File: src/rtl/frame_parser_pkg.sv
// frame_parser_pkg
//   Shared definitions for the receive-side frame parser: FSM state
//   encoding, drop reason codes, the broadcast address, header field byte
//   offsets and small helper functions for field extraction and popcount.
package frame_parser_pkg;

    typedef enum logic [1:0] {
        ST_HDR0    = 2'd0,
        ST_HDR1    = 2'd1,
        ST_PAYLOAD = 2'd2,
        ST_DROP    = 2'd3
    } fp_state_e;

    typedef enum logic [1:0] {
        DR_NONE = 2'd0,
        DR_RUNT = 2'd1,
        DR_ADDR = 2'd2,
        DR_TYPE = 2'd3
    } drop_reason_e;

    localparam logic [47:0] BROADCAST_ADDR = 48'hFFFF_FFFF_FFFF;

    // Byte offsets of the header fields within their beat.
    localparam int DST_OFF    = 0;  // beat0, 6 bytes
    localparam int SRC_HI_OFF = 6;  // beat0, 2 bytes
    localparam int SRC_LO_OFF = 0;  // beat1, 4 bytes
    localparam int TYPE_OFF   = 4;  // beat1, 2 bytes
    localparam int SYNC_OFF   = 6;  // beat1, 2 bytes

    function automatic logic [3:0] popcount8(input logic [7:0] k);
        logic [3:0] c;
        c = 4'd0;
        for (int i = 0; i < 8; i++) begin
            c = c + {3'b000, k[i]};
        end
        return c;
    endfunction

    // Extracts nbytes (max 6) starting at byte offset off; the first wire
    // byte becomes the most significant byte. Result is right-aligned.
    function automatic logic [47:0] get_field(input logic [63:0] d,
                                              input int off,
                                              input int nbytes);
        logic [47:0] r;
        r = 48'd0;
        for (int i = 0; i < 6; i++) begin
            if (i < nbytes) begin
                r = {r[39:0], d[8*((off + i) & 7) +: 8]};
            end
        end
        return r;
    endfunction

endpackage

File: src/rtl/frame_parser_axis_out_reg.sv
// axis_out_reg
//   One-entry AXI-Stream register slice. Accepts a new beat whenever the
//   slot is empty or is being drained in the same cycle, so back-to-back
//   beats flow with no bubbles and one cycle of latency.
// Ports:
//   clk, rst_n            clock, asynchronous active-low reset
//   s_*_i / s_ready_o     upstream side
//   m_*_o / m_ready_i     downstream side
module axis_out_reg #(
    parameter int DATA_WIDTH = 64
) (
    input  logic                  clk,
    input  logic                  rst_n,
    input  logic [DATA_WIDTH-1:0] s_data_i,
    input  logic [7:0]            s_keep_i,
    input  logic                  s_last_i,
    input  logic                  s_valid_i,
    output logic                  s_ready_o,
    output logic [DATA_WIDTH-1:0] m_data_o,
    output logic [7:0]            m_keep_o,
    output logic                  m_last_o,
    output logic                  m_valid_o,
    input  logic                  m_ready_i
);

    logic [DATA_WIDTH-1:0] data_q;
    logic [7:0]            keep_q;
    logic                  last_q;
    logic                  valid_q;

    assign s_ready_o = !valid_q || m_ready_i;

    always_ff @(posedge clk or negedge rst_n) begin
        if (!rst_n) begin
            data_q  <= '0;
            keep_q  <= '0;
            last_q  <= 1'b0;
            valid_q <= 1'b0;
        end else if (s_ready_o) begin
            valid_q <= s_valid_i;
            if (s_valid_i) begin
                data_q <= s_data_i;
                keep_q <= s_keep_i;
                last_q <= s_last_i;
            end
        end
    end

    assign m_data_o  = data_q;
    assign m_keep_o  = keep_q;
    assign m_last_o  = last_q;
    assign m_valid_o = valid_q;

endmodule

File: src/rtl/frame_parser.sv
// frame_parser
//   Receives 64-bit AXI-Stream frames (two header beats + payload), checks
//   destination address, link type and sync word, strips the header and
//   forwards the payload. Reports source address, payload byte count and
//   drop reasons.
// Ports:
//   ACLK, ARESETN                 clock, asynchronous active-low reset
//   S_AXIS_*                      incoming frames
//   M_AXIS_*                      payload output
//   Local_Address/Link_Type/SyncWord  expected header values
//   Rx_Source_Address, Rx_Byte_Count, Frame_Done, Frame_Drop,
//   Drop_Reason, FPState          status / debug
// Optional build macro FRAME_PARSER_STATS_EN adds Stat_Accepted,
// Stat_Dropped and Stat_Runt 32-bit wrap-around event counters.
module frame_parser
    import frame_parser_pkg::*;
#(
    parameter int DATA_WIDTH       = 64,
    parameter int ACCEPT_BROADCAST = 1,
    parameter int COUNT_WIDTH      = 14
) (
    input  logic                   ACLK,
    input  logic                   ARESETN,
    input  logic [DATA_WIDTH-1:0]  S_AXIS_tdata,
    input  logic [7:0]             S_AXIS_tkeep,
    input  logic                   S_AXIS_tvalid,
    input  logic                   S_AXIS_tlast,
    output logic                   S_AXIS_tready,
    output logic [DATA_WIDTH-1:0]  M_AXIS_tdata,
    output logic [7:0]             M_AXIS_tkeep,
    output logic                   M_AXIS_tvalid,
    output logic                   M_AXIS_tlast,
    input  logic                   M_AXIS_tready,
    input  logic [47:0]            Local_Address,
    input  logic [15:0]            Link_Type,
    input  logic [15:0]            SyncWord,
    output logic [47:0]            Rx_Source_Address,
    output logic [COUNT_WIDTH-1:0] Rx_Byte_Count,
    output logic                   Frame_Done,
    output logic                   Frame_Drop,
    output logic [1:0]             Drop_Reason,
    output logic [1:0]             FPState
`ifdef FRAME_PARSER_STATS_EN
    ,
    output logic [31:0]            Stat_Accepted,
    output logic [31:0]            Stat_Dropped,
    output logic [31:0]            Stat_Runt
`endif
);

    fp_state_e              state_q, state_d;
    drop_reason_e           reason_q, reason_d;
    logic [47:0]            dst_q, dst_d;
    logic [15:0]            src_hi_q, src_hi_d;
    logic [47:0]            src_addr_q, src_addr_d;
    logic [COUNT_WIDTH-1:0] count_q, count_d;
    logic [COUNT_WIDTH-1:0] byte_cnt_q, byte_cnt_d;
    logic                   done_q, done_d;
    logic                   drop_q, drop_d;

    logic                   out_s_valid;
    logic                   out_s_ready;

    logic [47:0]            beat_dst;
    logic [15:0]            beat_src_hi;
    logic [31:0]            beat_src_lo;
    logic [15:0]            beat_type;
    logic [15:0]            beat_sync;
    logic                   addr_ok;
    logic                   type_ok;
    logic [COUNT_WIDTH:0]   sum_w;
    logic [COUNT_WIDTH-1:0] sat_sum;

    assign beat_dst    = get_field(S_AXIS_tdata, DST_OFF, 6);
    assign beat_src_hi = 16'(get_field(S_AXIS_tdata, SRC_HI_OFF, 2));
    assign beat_src_lo = 32'(get_field(S_AXIS_tdata, SRC_LO_OFF, 4));
    assign beat_type   = 16'(get_field(S_AXIS_tdata, TYPE_OFF, 2));
    assign beat_sync   = 16'(get_field(S_AXIS_tdata, SYNC_OFF, 2));

    // Destination was captured from beat0; type/sync come from the live beat1.
    assign addr_ok = (dst_q == Local_Address) ||
                     ((ACCEPT_BROADCAST != 0) && (dst_q == BROADCAST_ADDR));
    assign type_ok = (beat_type == Link_Type) && (beat_sync == SyncWord);

    // One extra bit catches overflow so the counter sticks at all-ones.
    assign sum_w   = {1'b0, count_q} +
                     {{(COUNT_WIDTH-3){1'b0}}, popcount8(S_AXIS_tkeep)};
    assign sat_sum = sum_w[COUNT_WIDTH] ? '1 : sum_w[COUNT_WIDTH-1:0];

    always_comb begin
        state_d       = state_q;
        reason_d      = reason_q;
        dst_d         = dst_q;
        src_hi_d      = src_hi_q;
        src_addr_d    = src_addr_q;
        count_d       = count_q;
        byte_cnt_d    = byte_cnt_q;
        done_d        = 1'b0;
        drop_d        = 1'b0;
        out_s_valid   = 1'b0;
        S_AXIS_tready = 1'b1;

        case (state_q)
            ST_HDR0: begin
                if (S_AXIS_tvalid) begin
                    dst_d    = beat_dst;
                    src_hi_d = beat_src_hi;
                    if (S_AXIS_tlast) begin
                        drop_d   = 1'b1;
                        reason_d = DR_RUNT;
                    end else begin
                        state_d = ST_HDR1;
                    end
                end
            end
            ST_HDR1: begin
                if (S_AXIS_tvalid) begin
                    if (S_AXIS_tlast) begin
                        drop_d   = 1'b1;
                        reason_d = DR_RUNT;
                        state_d  = ST_HDR0;
                    end else if (!addr_ok) begin
                        drop_d   = 1'b1;
                        reason_d = DR_ADDR;
                        state_d  = ST_DROP;
                    end else if (!type_ok) begin
                        drop_d   = 1'b1;
                        reason_d = DR_TYPE;
                        state_d  = ST_DROP;
                    end else begin
                        src_addr_d = {src_hi_q, beat_src_lo};
                        count_d    = '0;
                        state_d    = ST_PAYLOAD;
                    end
                end
            end
            ST_PAYLOAD: begin
                S_AXIS_tready = out_s_ready;
                out_s_valid   = S_AXIS_tvalid;
                if (S_AXIS_tvalid && out_s_ready) begin
                    count_d = sat_sum;
                    if (S_AXIS_tlast) begin
                        byte_cnt_d = sat_sum;
                        done_d     = 1'b1;
                        state_d    = ST_HDR0;
                    end
                end
            end
            ST_DROP: begin
                if (S_AXIS_tvalid && S_AXIS_tlast) begin
                    state_d = ST_HDR0;
                end
            end
            default: state_d = ST_HDR0;
        endcase
    end

    always_ff @(posedge ACLK or negedge ARESETN) begin
        if (!ARESETN) begin
            state_q    <= ST_HDR0;
            reason_q   <= DR_NONE;
            dst_q      <= '0;
            src_hi_q   <= '0;
            src_addr_q <= '0;
            count_q    <= '0;
            byte_cnt_q <= '0;
            done_q     <= 1'b0;
            drop_q     <= 1'b0;
        end else begin
            state_q    <= state_d;
            reason_q   <= reason_d;
            dst_q      <= dst_d;
            src_hi_q   <= src_hi_d;
            src_addr_q <= src_addr_d;
            count_q    <= count_d;
            byte_cnt_q <= byte_cnt_d;
            done_q     <= done_d;
            drop_q     <= drop_d;
        end
    end

    axis_out_reg #(
        .DATA_WIDTH(DATA_WIDTH)
    ) u_out_reg (
        .clk      (ACLK),
        .rst_n    (ARESETN),
        .s_data_i (S_AXIS_tdata),
        .s_keep_i (S_AXIS_tkeep),
        .s_last_i (S_AXIS_tlast),
        .s_valid_i(out_s_valid),
        .s_ready_o(out_s_ready),
        .m_data_o (M_AXIS_tdata),
        .m_keep_o (M_AXIS_tkeep),
        .m_last_o (M_AXIS_tlast),
        .m_valid_o(M_AXIS_tvalid),
        .m_ready_i(M_AXIS_tready)
    );

    assign Rx_Source_Address = src_addr_q;
    assign Rx_Byte_Count     = byte_cnt_q;
    assign Frame_Done        = done_q;
    assign Frame_Drop        = drop_q;
    assign Drop_Reason       = reason_q;
    assign FPState           = state_q;

`ifdef FRAME_PARSER_STATS_EN
    logic [31:0] stat_acc_q;
    logic [31:0] stat_drop_q;
    logic [31:0] stat_runt_q;

    always_ff @(posedge ACLK or negedge ARESETN) begin
        if (!ARESETN) begin
            stat_acc_q  <= '0;
            stat_drop_q <= '0;
            stat_runt_q <= '0;
        end else begin
            if (done_q) begin
                stat_acc_q <= stat_acc_q + 32'd1;
            end
            if (drop_q) begin
                stat_drop_q <= stat_drop_q + 32'd1;
            end
            if (drop_q && (reason_q == DR_RUNT)) begin
                stat_runt_q <= stat_runt_q + 32'd1;
            end
        end
    end

    assign Stat_Accepted = stat_acc_q;
    assign Stat_Dropped  = stat_drop_q;
    assign Stat_Runt     = stat_runt_q;
`endif

endmodule

File: config.mk
export PLATFORM = sky130hd
export DESIGN_NAME = frame_parser
export DESIGN_NICKNAME = d
export VERILOG_FILES = /design/src/rtl/frame_parser_pkg.sv /design/src/rtl/frame_parser_axis_out_reg.sv /design/src/rtl/frame_parser.sv
export SDC_FILE = /design/constraint.sdc
export NUM_CORES = 1
export LEC_CHECK = 0
export CELL_PAD_IN_SITES_DETAIL_PLACEMENT = 1
export CELL_PAD_IN_SITES_GLOBAL_PLACEMENT = 1
export CORE_ASPECT_RATIO = 0.8
export CORE_UTILIZATION = 42
export CTS_BUF_LIST = sky130_fd_sc_hd__clkbuf_4
export DETAILED_ROUTE_END_ITERATION = 10
export HOLD_SLACK_MARGIN = 0.06
export PLACE_DENSITY_LB_ADDON = 0.1
export SLEW_MARGIN = 30
export SYNTH_ARGS = -nofsm -noshare
export SYNTH_HDL_FRONTEND = slang
export SYNTH_HIERARCHICAL = 1
export SYNTH_SLANG_ARGS = --single-unit
File: constraint.sdc
create_clock -name ACLK -period 8.4 [get_ports ACLK]
set_input_delay 2.1 -clock ACLK [delete_from_list [all_inputs] [get_ports ACLK]]
set_output_delay 2.1 -clock ACLK [all_outputs]
set_load 0.005 [all_outputs]
==> flow_summary.toml <==
[run_status]
run_status = "finished clean"

[power]
total_internal_power_mw = 2.75
p_switching_mw = 1.18
pwr-share-seq_pct = 42.9
totalPowerFinal_mw = 3.94
power.ir.vdd_worst_mv = 0.140
power.share.clock_pct = 22.1
power.switching_fraction_pct = 30.0
power_density_nw_per_um2 = 279
leakagePower_nw = 6.38
comb_power_share_pct = 35.1

[timing]
timing.max_slew.rel_slack_pct = 40.1
fin_tns_setup_ps = 0
clock_skew_ps = 41.7
clock.fmax_mhz = 166
rsz0062_at_grt = "false"
worst_hold_slack_ps = 488
drv_slew = 0
finalHoldViolCount = 0
setup_viol = 0
tightest_slew_ps = 898
min_period_ps = 6040
layout_worst_path_cycle_share_pct = 71.8

[worst_hold_path]
holdCritPathClass = "reg2reg"
min_delay_worst_endpoint = "Drop_Reason[1]"
worst_hold_startpoint = "Drop_Reason[1]"
cell_depth_of_the_worst_min_delay_path = 2

[yosys]
synthMuxAreaShare_pct = 24.1
synth.most_common_cell = "sky130_fd_sc_hd__dfrtp_1"
synth_cell_types = 47
synth_top_family_by_area = "multiplexers"
synth-edff-count = 0
synthesis.nets = 893
postSynthCellCount = 725
synth-compound-area-share_pct = 4.31
yosys.area_share.adder_pct = 1.72
synthTopCellsByCount = "220 x sky130_fd_sc_hd__dfrtp_1, 105 x sky130_fd_sc_hd__mux2_2, 84 x sky130_fd_sc_hd__xor2_1"
synth_top_cell_area_share_pct = 54.1
synth-warning-count = 6
synthSimpleGateAreaFrac_pct = 6.08
synth.top_cells.by_area = "sky130_fd_sc_hd__dfrtp_1 54%, sky130_fd_sc_hd__mux2_4 12%, sky130_fd_sc_hd__mux2_2 12%"
ys_async_sr_fraction_pct = 100
ys_seq_area_share_pct = 54.1
syn_area_um2 = 10200
ys_seq_elements = 220
synth_largest_area_cell = "sky130_fd_sc_hd__dfrtp_1"
synth_area_per_cell_um2 = 14.0
postSynth.topFlopCell = "sky130_fd_sc_hd__dfrtp_1"
yosys.area_share.xor_xnor_pct = 7.40

[clock_network]
worstSkewPairLatency_ps = 680
cts-htree-levels = 2
numClockSinks = 220
cts_setup_buffers = 0
holdBufCountCts = 0
ctsResizeCount = 0
number_of_buffers_added_by_the_clock_tree_synthesis_step = 57
clk_transition_reported_paths_ps = 70
clk_root_buffer_cell = "sky130_fd_sc_hd__clkbuf_4"
clock_tree.buffer_depth = 3
cts_tree = "done"

[setup_path]
worst_path_required_time_ps = 8980
worst_r2r_endpoint = "count_q[7]"
cp_data_arrival_time_ps = 6620
reg_to_reg_critical_path_startpoint = "count_q[0]"
largest_driver_fanout_on_the_critical_path = 8
critPathLaunchType = "primary input"
critical_path_class = "in2reg"
worst_r2r_path_depth = 11
critPathCaptureType = "register"
regToRegSetupSlack_ps = 4470

[global_routing]
global_route_wire_length_before_repair_um = 46000
grt_overflow_total = 0
vias_in_the_first_global_route = 7899
grt_util_all_layers_pct = 24.4
antenna_found_initial = 5
grt_start_max_net_pins = 129

[drt]
drc = 0
vias_per_cell = 5.03
totalWireLength_um = 29600
dr.first_iter.drc_count = 268
route.antenna.remaining_nets = 0
detail_route.first_pass.iterations = 4
detailroute.via_count = 7068
routedWlPerCell_um = 21.1

[die]
dieArea_um2 = 24900
start_util_pct = 43.2
die_x_um = 176
std_cell_rows = 50
fp.coreArea_um2 = 23600
die_height_um = 141
num_io_pins = 300

[placement]
placed_cells_incl_taps = 1313
placement.cell_area_um2 = 13500
post_detailed_placement_half_perimeter_wirelength_um = 21600
globalplace.congestion = 0.789
portBuffers = 299

[final_layout]
fin_cells = 1404
areaGrowthSynthToFinish_pct = 38.6
drive_gt1_share_pct = 26.2
design_area_um2 = 14100
finish.net_count = 1228
filler_cell_count = 2361

[flow_run]
cap_viol_max_count = 0
[critical path, stage by stage]
cell and delay [ps]:
sky130_fd_sc_hd__clkdlybuf4s50_1 470, sky130_fd_sc_hd__fa_1 570, sky130_fd_sc_hd__inv_1 50, sky130_fd_sc_hd__fa_1 510, sky130_fd_sc_hd__fa_1 430, sky130_fd_sc_hd__fa_1 420, sky130_fd_sc_hd__fa_1 410, sky130_fd_sc_hd__nor2b_1 160
sky130_fd_sc_hd__o21ai_0 140, sky130_fd_sc_hd__a2111oi_2 530, sky130_fd_sc_hd__nand3_1 390, sky130_fd_sc_hd__a21oi_1 270, sky130_fd_sc_hd__o211a_1 160
[through the flow]
step	util, %	setup WS [ps]
floorplan	-	2640
global placement	57.0	1840
detailed placement	57.1	1730
CTS	59.8	2410
global route	59.8	2230
finish	59.8	2360
[area by class of cell]
type | instances | area (um2) | area share, %
Multi-Input combinational cell | 464 | 4460 | 31.6
Timing Repair Buffer | 303 | 3060 | 21.7
Sequential cell | 220 | 5510 | 39.0
Antenna cell | 1 | 2.50 | 0.0177
Clock inverter | 9 | 36.3 | 0.257
Tap cell | 312 | 390 | 2.77
Inverter | 14 | 52.6 | 0.373
Clock buffer | 81 | 608 | 4.31
[power groups by stage]
stage / Combinational, mW / Clock, mW / Sequential, mW
final: 1.38 / 0.868 / 1.69
after global routing: 1.49 / 0.961 / 1.74
after CTS: 1.40 / 0.904 / 1.69
after floorplan: 0.674 / 0 / 1.65
after detailed placement: 1.39 / 0 / 1.70
after global placement: 1.35 / 0 / 1.68
[registers in the layout, summed over array words and instances (netlist names)]
register / count
Rx_Source_Address: 48
u_out_reg/m_data_o: 64
u_out_reg/m_last_o: 1
count_q: 14
u_out_reg/m_keep_o: 8
Frame_Done: 1
Drop_Reason: 2
u_out_reg/m_valid_o: 1
src_hi_q: 16
FPState: 2
Frame_Drop: 1
dst_q: 48
Rx_Byte_Count: 14
[metal layers]
layer / wire, um / vias to the layer above / track usage [%]
met5: 11 / - / 0
met4: 472 / 2 / 7.28
met3: 2490 / 36 / 8.68
met2: 13800 / 253 / 38.5
met1: 12800 / 3497 / 31.4
li1: - / 3280 / -
[layout by cell type (no fill, tap or decap), drive strengths merged, types with 8 or more instances in the layout]
cell             n
dfrtp          220
a31oi            8
nand2           25
xor2            84
nor4            23
nor2            15
clkbuf          81
clkdlybuf4s50  298
o21ai           11
inv             16
a21oi           15
nand4           18
mux2           185
[kinds of logic (layout without fill, tap and decap cells)]
| group | count (synthesis) | after routing |
|---|---|---|
| AOI/OAI and AO/OA | 63 | 63 |
| xor gates and xnor gates | 86 | 86 |
| adders and majority gates | 11 | 11 |
| buffers and inverters | 41 | 407 |
| DFF | 220 | 220 |
| muxes | 192 | 192 |
| other | 0 | 1 |
| and+or+nand+nor | 112 | 112 |
[worst max-delay path by stage]
stage                         start         end  slack (ps)  cells past startpoint
floorplan           S_AXIS_tkeep[0]  count_q[7]        2640                     12
global placement    S_AXIS_tkeep[0]  count_q[7]        1840                     13
detailed placement  S_AXIS_tkeep[0]  count_q[7]        1730                     13
CTS                 S_AXIS_tkeep[0]  count_q[7]        2410                     13
global route        S_AXIS_tkeep[0]  count_q[7]        2230                     13
finish              S_AXIS_tkeep[0]  count_q[7]        2360                     13
(Power assumes the default switching activity.)
